## src/rtl/pc_unit_pkg.sv

```systemverilog
// ----------------------------------------------------------------------------
// pc_unit_pkg
//   Shared address map for the fetch stage plus the small types and helpers
//   used by the PC logic.
//
//   Contents:
//     PC_RESET        first fetch address after reset
//     PC_HANDLER      exception / interrupt entry point
//     VALID_PC_START  lowest legal instruction address
//     VALID_PC_END    highest legal instruction address (word aligned)
//     npc_src_e       which source feeds the next PC
//     pc_add()        32-bit modulo address increment
// ----------------------------------------------------------------------------
package pc_unit_pkg;

    localparam int PC_W = 32;

    localparam logic [PC_W-1:0] PC_RESET       = 32'h0000_3000;
    localparam logic [PC_W-1:0] PC_HANDLER     = 32'h0000_4180;
    localparam logic [PC_W-1:0] VALID_PC_START = 32'h0000_3000;
    localparam logic [PC_W-1:0] VALID_PC_END   = 32'h0000_6ffc;

    localparam logic [PC_W-1:0] PC_STEP = 32'd4;
    localparam logic [PC_W-1:0] PC_LINK = 32'd8;

    typedef enum logic [2:0] {
        SEL_HANDLER,
        SEL_HOLD,
        SEL_EPC,
        SEL_NPC,
        SEL_SEQ
    } npc_src_e;

    // Addresses wrap modulo 2^32; the carry out is deliberately discarded.
    function automatic logic [PC_W-1:0] pc_add(input logic [PC_W-1:0] pc,
                                               input logic [PC_W-1:0] inc);
        return pc + inc;
    endfunction

endpackage

```

## src/rtl/pc_unit_if.sv

```systemverilog
// ----------------------------------------------------------------------------
// pc_unit_if
//   Bundle of control inputs and fetch outputs exchanged between the
//   pipeline (master) and the PC unit (slave).
//
//   Signals:
//     stall      hazard stall from D stage
//     req        exception / interrupt request from CP0
//     eret_d     ERET decoded in D stage
//     epc        exception return address
//     npc_valid  branch taken or jump in D stage
//     npc        branch / jump target
//     jump_d     D-stage instruction is a branch or jump
//     pc_f       fetch address
//     pc8_f      pc_f + 8 (link address)
//     bd_f       fetched instruction sits in a branch delay slot
// ----------------------------------------------------------------------------
interface pc_unit_if;
    import pc_unit_pkg::*;

    logic            stall;
    logic            req;
    logic            eret_d;
    logic [PC_W-1:0] epc;
    logic            npc_valid;
    logic [PC_W-1:0] npc;
    logic            jump_d;
    logic [PC_W-1:0] pc_f;
    logic [PC_W-1:0] pc8_f;
    logic            bd_f;

    modport master (
        output stall, req, eret_d, epc, npc_valid, npc, jump_d,
        input  pc_f, pc8_f, bd_f
    );

    modport slave (
        input  stall, req, eret_d, epc, npc_valid, npc, jump_d,
        output pc_f, pc8_f, bd_f
    );

endinterface

```

## src/rtl/pc_unit_npc_sel.sv

```systemverilog
// ----------------------------------------------------------------------------
// npc_sel
//   Combinational next-PC / next-delay-slot selection for the fetch stage.
//   Priority, highest first: req, stall, eret_d, npc_valid, sequential.
//   Reset is applied at the register in pc_unit and therefore outranks all
//   of these.
//
//   Ports:
//     req, stall, eret_d, npc_valid, jump_d  control inputs
//     epc, npc                               redirect targets
//     pc_cur, bd_cur                         current register contents
//     pc_next, bd_next                       values to load on the next edge
// ----------------------------------------------------------------------------
module npc_sel
    import pc_unit_pkg::*;
(
    input  logic            req,
    input  logic            stall,
    input  logic            eret_d,
    input  logic            npc_valid,
    input  logic            jump_d,
    input  logic [PC_W-1:0] epc,
    input  logic [PC_W-1:0] npc,
    input  logic [PC_W-1:0] pc_cur,
    input  logic            bd_cur,
    output logic [PC_W-1:0] pc_next,
    output logic            bd_next
);

    npc_src_e src;

    always_comb begin
        src = SEL_SEQ;
        if (req) begin
            src = SEL_HANDLER;
        end else if (stall) begin
            src = SEL_HOLD;
        end else if (eret_d) begin
            src = SEL_EPC;
        end else if (npc_valid) begin
            src = SEL_NPC;
        end
    end

    // Targets pass through untouched; alignment and range faults are
    // flagged further down the pipe.
    always_comb begin
        pc_next = pc_add(pc_cur, PC_STEP);
        bd_next = jump_d;
        unique case (src)
            SEL_HANDLER: begin
                pc_next = PC_HANDLER;
                bd_next = 1'b0;
            end
            SEL_HOLD: begin
                pc_next = pc_cur;
                bd_next = bd_cur;
            end
            SEL_EPC: begin
                // ERET has no delay slot.
                pc_next = epc;
                bd_next = 1'b0;
            end
            SEL_NPC: begin
                // Delay-slot flag follows jump_d, not npc_valid.
                pc_next = npc;
                bd_next = jump_d;
            end
            SEL_SEQ: begin
                pc_next = pc_add(pc_cur, PC_STEP);
                bd_next = jump_d;
            end
            default: begin
                pc_next = pc_add(pc_cur, PC_STEP);
                bd_next = jump_d;
            end
        endcase
    end

endmodule

```

## src/rtl/pc_unit.sv

```systemverilog
// ----------------------------------------------------------------------------
// pc_unit
//   Fetch-stage program counter. Holds pc_f and the branch-delay-slot flag
//   bd_f in registers; the next value is chosen by npc_sel. A redirect
//   sampled on one rising edge is visible on pc_f right after that edge.
//
//   Ports:
//     clk    system clock, rising edge
//     reset  synchronous active-high reset; loads PC_RESET, clears bd_f
//     bus    pc_unit_if.slave: control inputs, pc_f / pc8_f / bd_f outputs
// ----------------------------------------------------------------------------
module pc_unit
    import pc_unit_pkg::*;
(
    input  logic         clk,
    input  logic         reset,
    pc_unit_if.slave     bus
);

    logic [PC_W-1:0] pc_q;
    logic            bd_q;
    logic [PC_W-1:0] pc_next;
    logic            bd_next;

    npc_sel u_npc_sel (
        .req       (bus.req),
        .stall     (bus.stall),
        .eret_d    (bus.eret_d),
        .npc_valid (bus.npc_valid),
        .jump_d    (bus.jump_d),
        .epc       (bus.epc),
        .npc       (bus.npc),
        .pc_cur    (pc_q),
        .bd_cur    (bd_q),
        .pc_next   (pc_next),
        .bd_next   (bd_next)
    );

    always_ff @(posedge clk) begin
        if (reset) begin
            pc_q <= PC_RESET;
            bd_q <= 1'b0;
        end else begin
            pc_q <= pc_next;
            bd_q <= bd_next;
        end
    end

    assign bus.pc_f  = pc_q;
    assign bus.bd_f  = bd_q;
    assign bus.pc8_f = pc_add(pc_q, PC_LINK);

endmodule

```

## src/flat_wrapper.sv

```systemverilog
// flat-port wrapper written by rule: the top's interface ports become plain ports
module pc_unit_flat import pc_unit_pkg::*;
  (clk, reset, bus_stall, bus_req, bus_eret_d, bus_epc, bus_npc_valid, bus_npc, bus_jump_d, bus_pc_f, bus_pc8_f, bus_bd_f);
  pc_unit_if bus_i ();
  input  logic clk;
  input  logic reset;
  input wire logic [$bits(bus_i.stall)-1:0] bus_stall;
  input wire logic [$bits(bus_i.req)-1:0] bus_req;
  input wire logic [$bits(bus_i.eret_d)-1:0] bus_eret_d;
  input wire logic [$bits(bus_i.epc)-1:0] bus_epc;
  input wire logic [$bits(bus_i.npc_valid)-1:0] bus_npc_valid;
  input wire logic [$bits(bus_i.npc)-1:0] bus_npc;
  input wire logic [$bits(bus_i.jump_d)-1:0] bus_jump_d;
  output wire logic [$bits(bus_i.pc_f)-1:0] bus_pc_f;
  output wire logic [$bits(bus_i.pc8_f)-1:0] bus_pc8_f;
  output wire logic [$bits(bus_i.bd_f)-1:0] bus_bd_f;
  assign bus_i.stall = bus_stall;
  assign bus_i.req = bus_req;
  assign bus_i.eret_d = bus_eret_d;
  assign bus_i.epc = bus_epc;
  assign bus_i.npc_valid = bus_npc_valid;
  assign bus_i.npc = bus_npc;
  assign bus_i.jump_d = bus_jump_d;
  assign bus_pc_f = bus_i.pc_f;
  assign bus_pc8_f = bus_i.pc8_f;
  assign bus_bd_f = bus_i.bd_f;
  pc_unit u_core (.clk(clk), .reset(reset), .bus(bus_i));
endmodule
```

## config.mk

```make
export PLATFORM = sky130hd
export DESIGN_NAME = pc_unit_flat
export DESIGN_NICKNAME = d
export VERILOG_FILES = /design/src/rtl/pc_unit_pkg.sv /design/src/rtl/pc_unit_if.sv /design/src/rtl/pc_unit_npc_sel.sv /design/src/rtl/pc_unit.sv /design/src/flat_wrapper.sv
export SDC_FILE = /design/constraint.sdc
export NUM_CORES = 1
export LEC_CHECK = 0
export BUFFER_PORTS_ARGS = -buffer_cell sky130_fd_sc_hd__buf_2
export CAP_MARGIN = 20
export CORE_MARGIN = 3
export CORE_UTILIZATION = 47
export DETAILED_ROUTE_END_ITERATION = 10
export PLACE_DENSITY = 0.9
export SETUP_SLACK_MARGIN = 0.02
export SYNTH_ARGS = -nofsm -noshare
export SYNTH_HDL_FRONTEND = slang
export SYNTH_SLANG_ARGS = --single-unit
```

## constraint.sdc

```tcl
create_clock -name clk -period 2.8 [get_ports clk]
set_input_delay 0.56 -clock clk [delete_from_list [all_inputs] [get_ports clk]]
set_output_delay 0.56 -clock clk [all_outputs]
set_load 0.005 [all_outputs]
```

# Yosys cells after proc, flatten, opt, wreduce, memory -nomap -nowiden
# Cells that the tools add are included.
totals:
  regBits: 33
  input_bits: 71
  out_inout_bits: 65
  word_cells: 15
classes:
  add_sub_neg: 2
  n_eq_ne: 3
  mux: 6
  reduce_logical: 2
op_table:
  columns: ["operator", "n"]
  rows:
  - ["$pmux 32 s4", 1]
  - ["$add 32x3->32 const B", 1]
  - ["$add 32x4->32 const B", 1]
  - ["$mux 3", 4]
  - ["$eq 3x2->1 const B", 2]
  - ["$eq 3x1->1 const B", 1]
  - ["$logic_not 3->1", 1]
  - ["$pmux 1 s2", 1]
  - ["$reduce_or 2->1", 1]

# Depth between registers and ports, before layout
logic_depth:
  depth_word: 7
  ltp_mapped: 7

# By module
# A second synthesis with hierarchy kept.
unflattened:
  hier_cells: 382
  hier_area_um2: 2987.9
modules_own_cells:
  columns: ["mod", "n_inst", "cells_per_inst", "area_each_um2", "seq_area_each_um2"]
  rows:
  - ["pc_unit", 1, 154, 1503.9, 660.6]
  - ["npc_sel", 1, 228, 1483.9, 0.0]

# Worst setup path before layout
# No wires, ideal clock.
synth_path:
  path_type: "reg-to-output"
  start: "register u_core.pc_q[4], in the netlist u_core.bus.pc_f[4]"
  end: "output port bus_pc8_f[21]"
  arrival_ns: 1.676
  path_slack_ns: 0.564
  path_stages_with_launch: 6
  path_buffers: 0
  cell_sequence: "dfxtp_1 -> ha_1 -> nand3_1 -> nor4_2 -> nor2b_1 -> xor2_1"
synth_via:
  elab_chain_cells: 1
synth_rtl:
  columns: ["item", "line", "rtl"]
  rows:
  - ["from (decl)", "pc_unit.sv:20", "logic [PC_W-1:0] pc_q;"]
  - ["from (signal assigned)", "pc_unit.sv:44", "pc_q <= pc_next;"]
  - ["$add 32x4->32", "pc_unit_pkg.sv:37", "return pc + inc;"]
  - ["to (decl)", "flat_wrapper.sv:15", "output wire logic [$bits(bus_i.pc8_f)-1:0] bus_pc8_f;"]
# Every way passes these cells.

# Final worst setup path
layout_path:
  start: "register u_core.pc_q[11], in the netlist u_core.bus.pc_f[11]"
  end: "output port bus_pc8_f[25]"
# Same word-level chain as after synthesis.

==> metrics.txt <==
outcome=finished, final reports clean; Clock Pin Slew Worst Setup and Hold Paths=0.07 ns; Final Hold Violating Endpoints=0; Slew Limit Fails=0; post-synthesis sequential area ratio=0.2391; Synth area leader=dfxtp_1; antenna violations before repair=0; worst ir drop on vdd=0.2572 mV; Synth area leaders=dfxtp_1, nor2_1, xor2_1; Period minus WS final=2.680 ns; via count=3539; share of power burned in registers=0.434; first-pass GRT wire length=15.28 mm; WP data arrival=2.12 ns; Clock Tree Buf Depth=2; vias in the first global route=3171; worst hold endpoint=u_core.bus.bd_f$_SDFFE_PP0P_; fill cell count=520; CP max FO=9; Worst R2R Path Depth=7; f_max=0.3731 GHz; RSZ-0062 raised after global routing=no; part of the cycle the worst path needs=0.9573; share of flip-flops with an asynchronous set or reset=0; layer with the highest usage=met2; R2R Path Start=u_core.bus.pc_f[2]$_SDFFE_PP0P_; routed length per instance=17.43 um; most frequent cells in the layout=buf_2, nor2_1, dfxtp_1; Reg-to-Reg End=u_core.bus.pc_f[24]$_SDFFE_PP0P_; P per Cell Area=336.1 mW/mm^2; Hold Crit Class=primary input to flip-flop; Syn Inst Count=377; Vias/cell=6.176; sw frac=0.3167; Max-Cap Viols=0; Hold Path Origin=bus_jump_d; CTS tree=done; hold depth=3; Worst Max-Slew Pin Slew=0.5843 ns; Clock Tree Root=clkbuf_8; drt pass-1 iters=8; warnings from Yosys=0; DR iter-0 viols=323; met2 Usage GRT=0.4768; dpl cell area=0.003503 mm^2; gpl congestion=0.9871; clock sinks=33; grt ovf=0; Final ANT Viol Nets=0; clk_skew=0.008292 ns; syn avg cell area=7.328 um^2; Netlist Area Pre-Place=0.002763 mm^2; final wirelength=9.988 mm; NetSw=387.6 uW; die width=82.67 um; Yosys top cell area share=0.2391; final setup violating endpoints=0; commonest non-fill, non-tap cell in the layout=buf_2; Initial Util=0.4926; max_slew headroom=0.6105; largest net degree at the start of global routing=31; ant diodes=0; Leakage=1.648 nW; Multi-input gate area=0.001942 mm^2; num rows=27; worst setup path category=flip-flop to output port; worst setup margin=0.1196 ns; clock latency on the worst-skew pair=0.29 ns; buffers added on ports=135; Num CTS Buffers=5; die area=0.006834 mm^2; Data required, critical path=2.24 ns; Crit. End Element=output port; slack of the worst reg-to-reg path=0.64 ns; Placeable Area=0.005608 mm^2; Yosys cell types=54; synthesis-to-layout area growth=31.84%; I/O pin count=136; DP Wirelength=7.543 mm; Post-synth EDFFs=0; Reg area=660.6 um^2; met3 usage=0.04772; syn nets=450; post-layout util=0.6495; Logic pwr share=0.257; Clk network pwr share=0.309; #FFs+latches synth=33; Most used DFF post-synth=dfxtp_1; Final #Nets=574; P_int=836.4 uW; met1 usage=0.3774; DRC=0; final instance area=0.003642 mm^2; H-tree depth=2; Die H=82.67 um; crit path launch type=flip-flop; Tot GR Track Use=0.2883; layout cells sized above 1=0.3573; pre-CTS setup slack=0.3301 ns; setup TNS=0 ns
[sequential cells by signal, summed over array words and instances, names as in the netlist]
signal and count:
u_core.bus.pc_f 32, u_core.bus.bd_f 1
[power groups by stage]
stage          logic (mW)  registers (mW)  clock network [mW]
2_1_floorplan       0.175           0.528                   0
3_3_place_gp        0.305           0.538                   0
3_5_place_dp        0.310           0.540                   0
4_1_cts             0.311           0.529               0.375
5_1_grt             0.347           0.535               0.391
6_report            0.315           0.532               0.378
[cells in the mapped netlist, types with 4 or more instances]
cell type	n
a22oi_1	10
nor3_1	11
nand2_1	24
xnor2_1	13
nand3_1	13
a221oi_1	10
nor4_1	10
a31oi_1	5
clkbuf_1	14
a222oi_1	6
o22ai_1	11
xor2_1	15
mux2i_1	7
nand4_1	13
and3_1	5
a211oi_1	8
a221o_1	4
dfxtp_1	33
nor2_1	51
a21oi_1	24
inv_1	8
o21ai_0	12
buf_2	18
nand2b_1	5
[layout make-up]
| type | instances | area share |
|---|---|---|
| Timing Repair Buffer | 156 | 0.2288 |
| Clock buffer | 7 | 0.02370 |
| Multi-Input combinational cell | 297 | 0.5331 |
| Sequential cell | 33 | 0.1814 |
| Tap cell | 72 | 0.02473 |
| Inverter | 8 | 0.008245 |
[worst max path at each step]
| stage | from | endpoint | slack (ns) | depth (start not counted) |
|---|---|---|---|---|
| floorplan | u_core.bus.pc_f[4]$_SDFFE_PP0P_ | bus_pc8_f[21] | 0.56 | 5 |
| global placement | u_core.bus.pc_f[4]$_SDFFE_PP0P_ | bus_pc8_f[27] | 0.40 | 7 |
| detailed placement | u_core.bus.pc_f[4]$_SDFFE_PP0P_ | bus_pc8_f[27] | 0.33 | 7 |
| CTS | u_core.bus.pc_f[4]$_SDFFE_PP0P_ | bus_pc8_f[27] | 0.01 | 7 |
| global route | u_core.bus.pc_f[3]$_SDFFE_PP0P_ | bus_pc8_f[21] | 0.009 | 6 |
| finish | u_core.bus.pc_f[11]$_SDFFE_PP0P_ | bus_pc8_f[25] | 0.12 | 5 |
[kinds of logic (layout without fill, tap and decap cells)]
group / Yosys count / after routing / share of synthesized area
AO/OA/AOI/OAI: 105 / 105 / 0.2640
XOR/XNOR: 28 / 28 / 0.08877
adder cells (fa/ha/maj): 2 / 2 / 0.009057
buffers and inverters: 47 / 171 / 0.07699
flip-flops: 33 / 33 / 0.2391
multiplexers: 7 / 7 / 0.02536
AND/OR/NAND/NOR: 155 / 155 / 0.2966
[worst max-delay path, stage by stage (launching register included)]
cell and delay, ns:
dfxtp_1 0.51, nand2_2 0.21, or3_1 0.53, nor4_2 0.29, xor2_1 0.17, buf_2 0.13
[what timing repair did]
action,CTS,global route
cloned,0,0
buffers inserted,0,0
gates resized for setup,0,9
endpoints found under the setup margin,1,12
hold buffers,0,0
[through the flow]
stage	instances	total power, mW	hold slack, ns
finish	573	1.224	0.5108
global route	573	1.273	0.5465
CTS	573	1.215	0.5155
detailed placement	566	0.8495	0.5112
global placement	566	0.8428	0.4939
floorplan	377	0.7030	0.5023
[per-layer routing]
metal,vias to the layer above,part of all wire
met4,0,0.022
met5,-,0
met3,25,0.092
li1,1655,-
met2,219,0.48
met1,1640,0.41
Power figures use the tool's default switching activity.
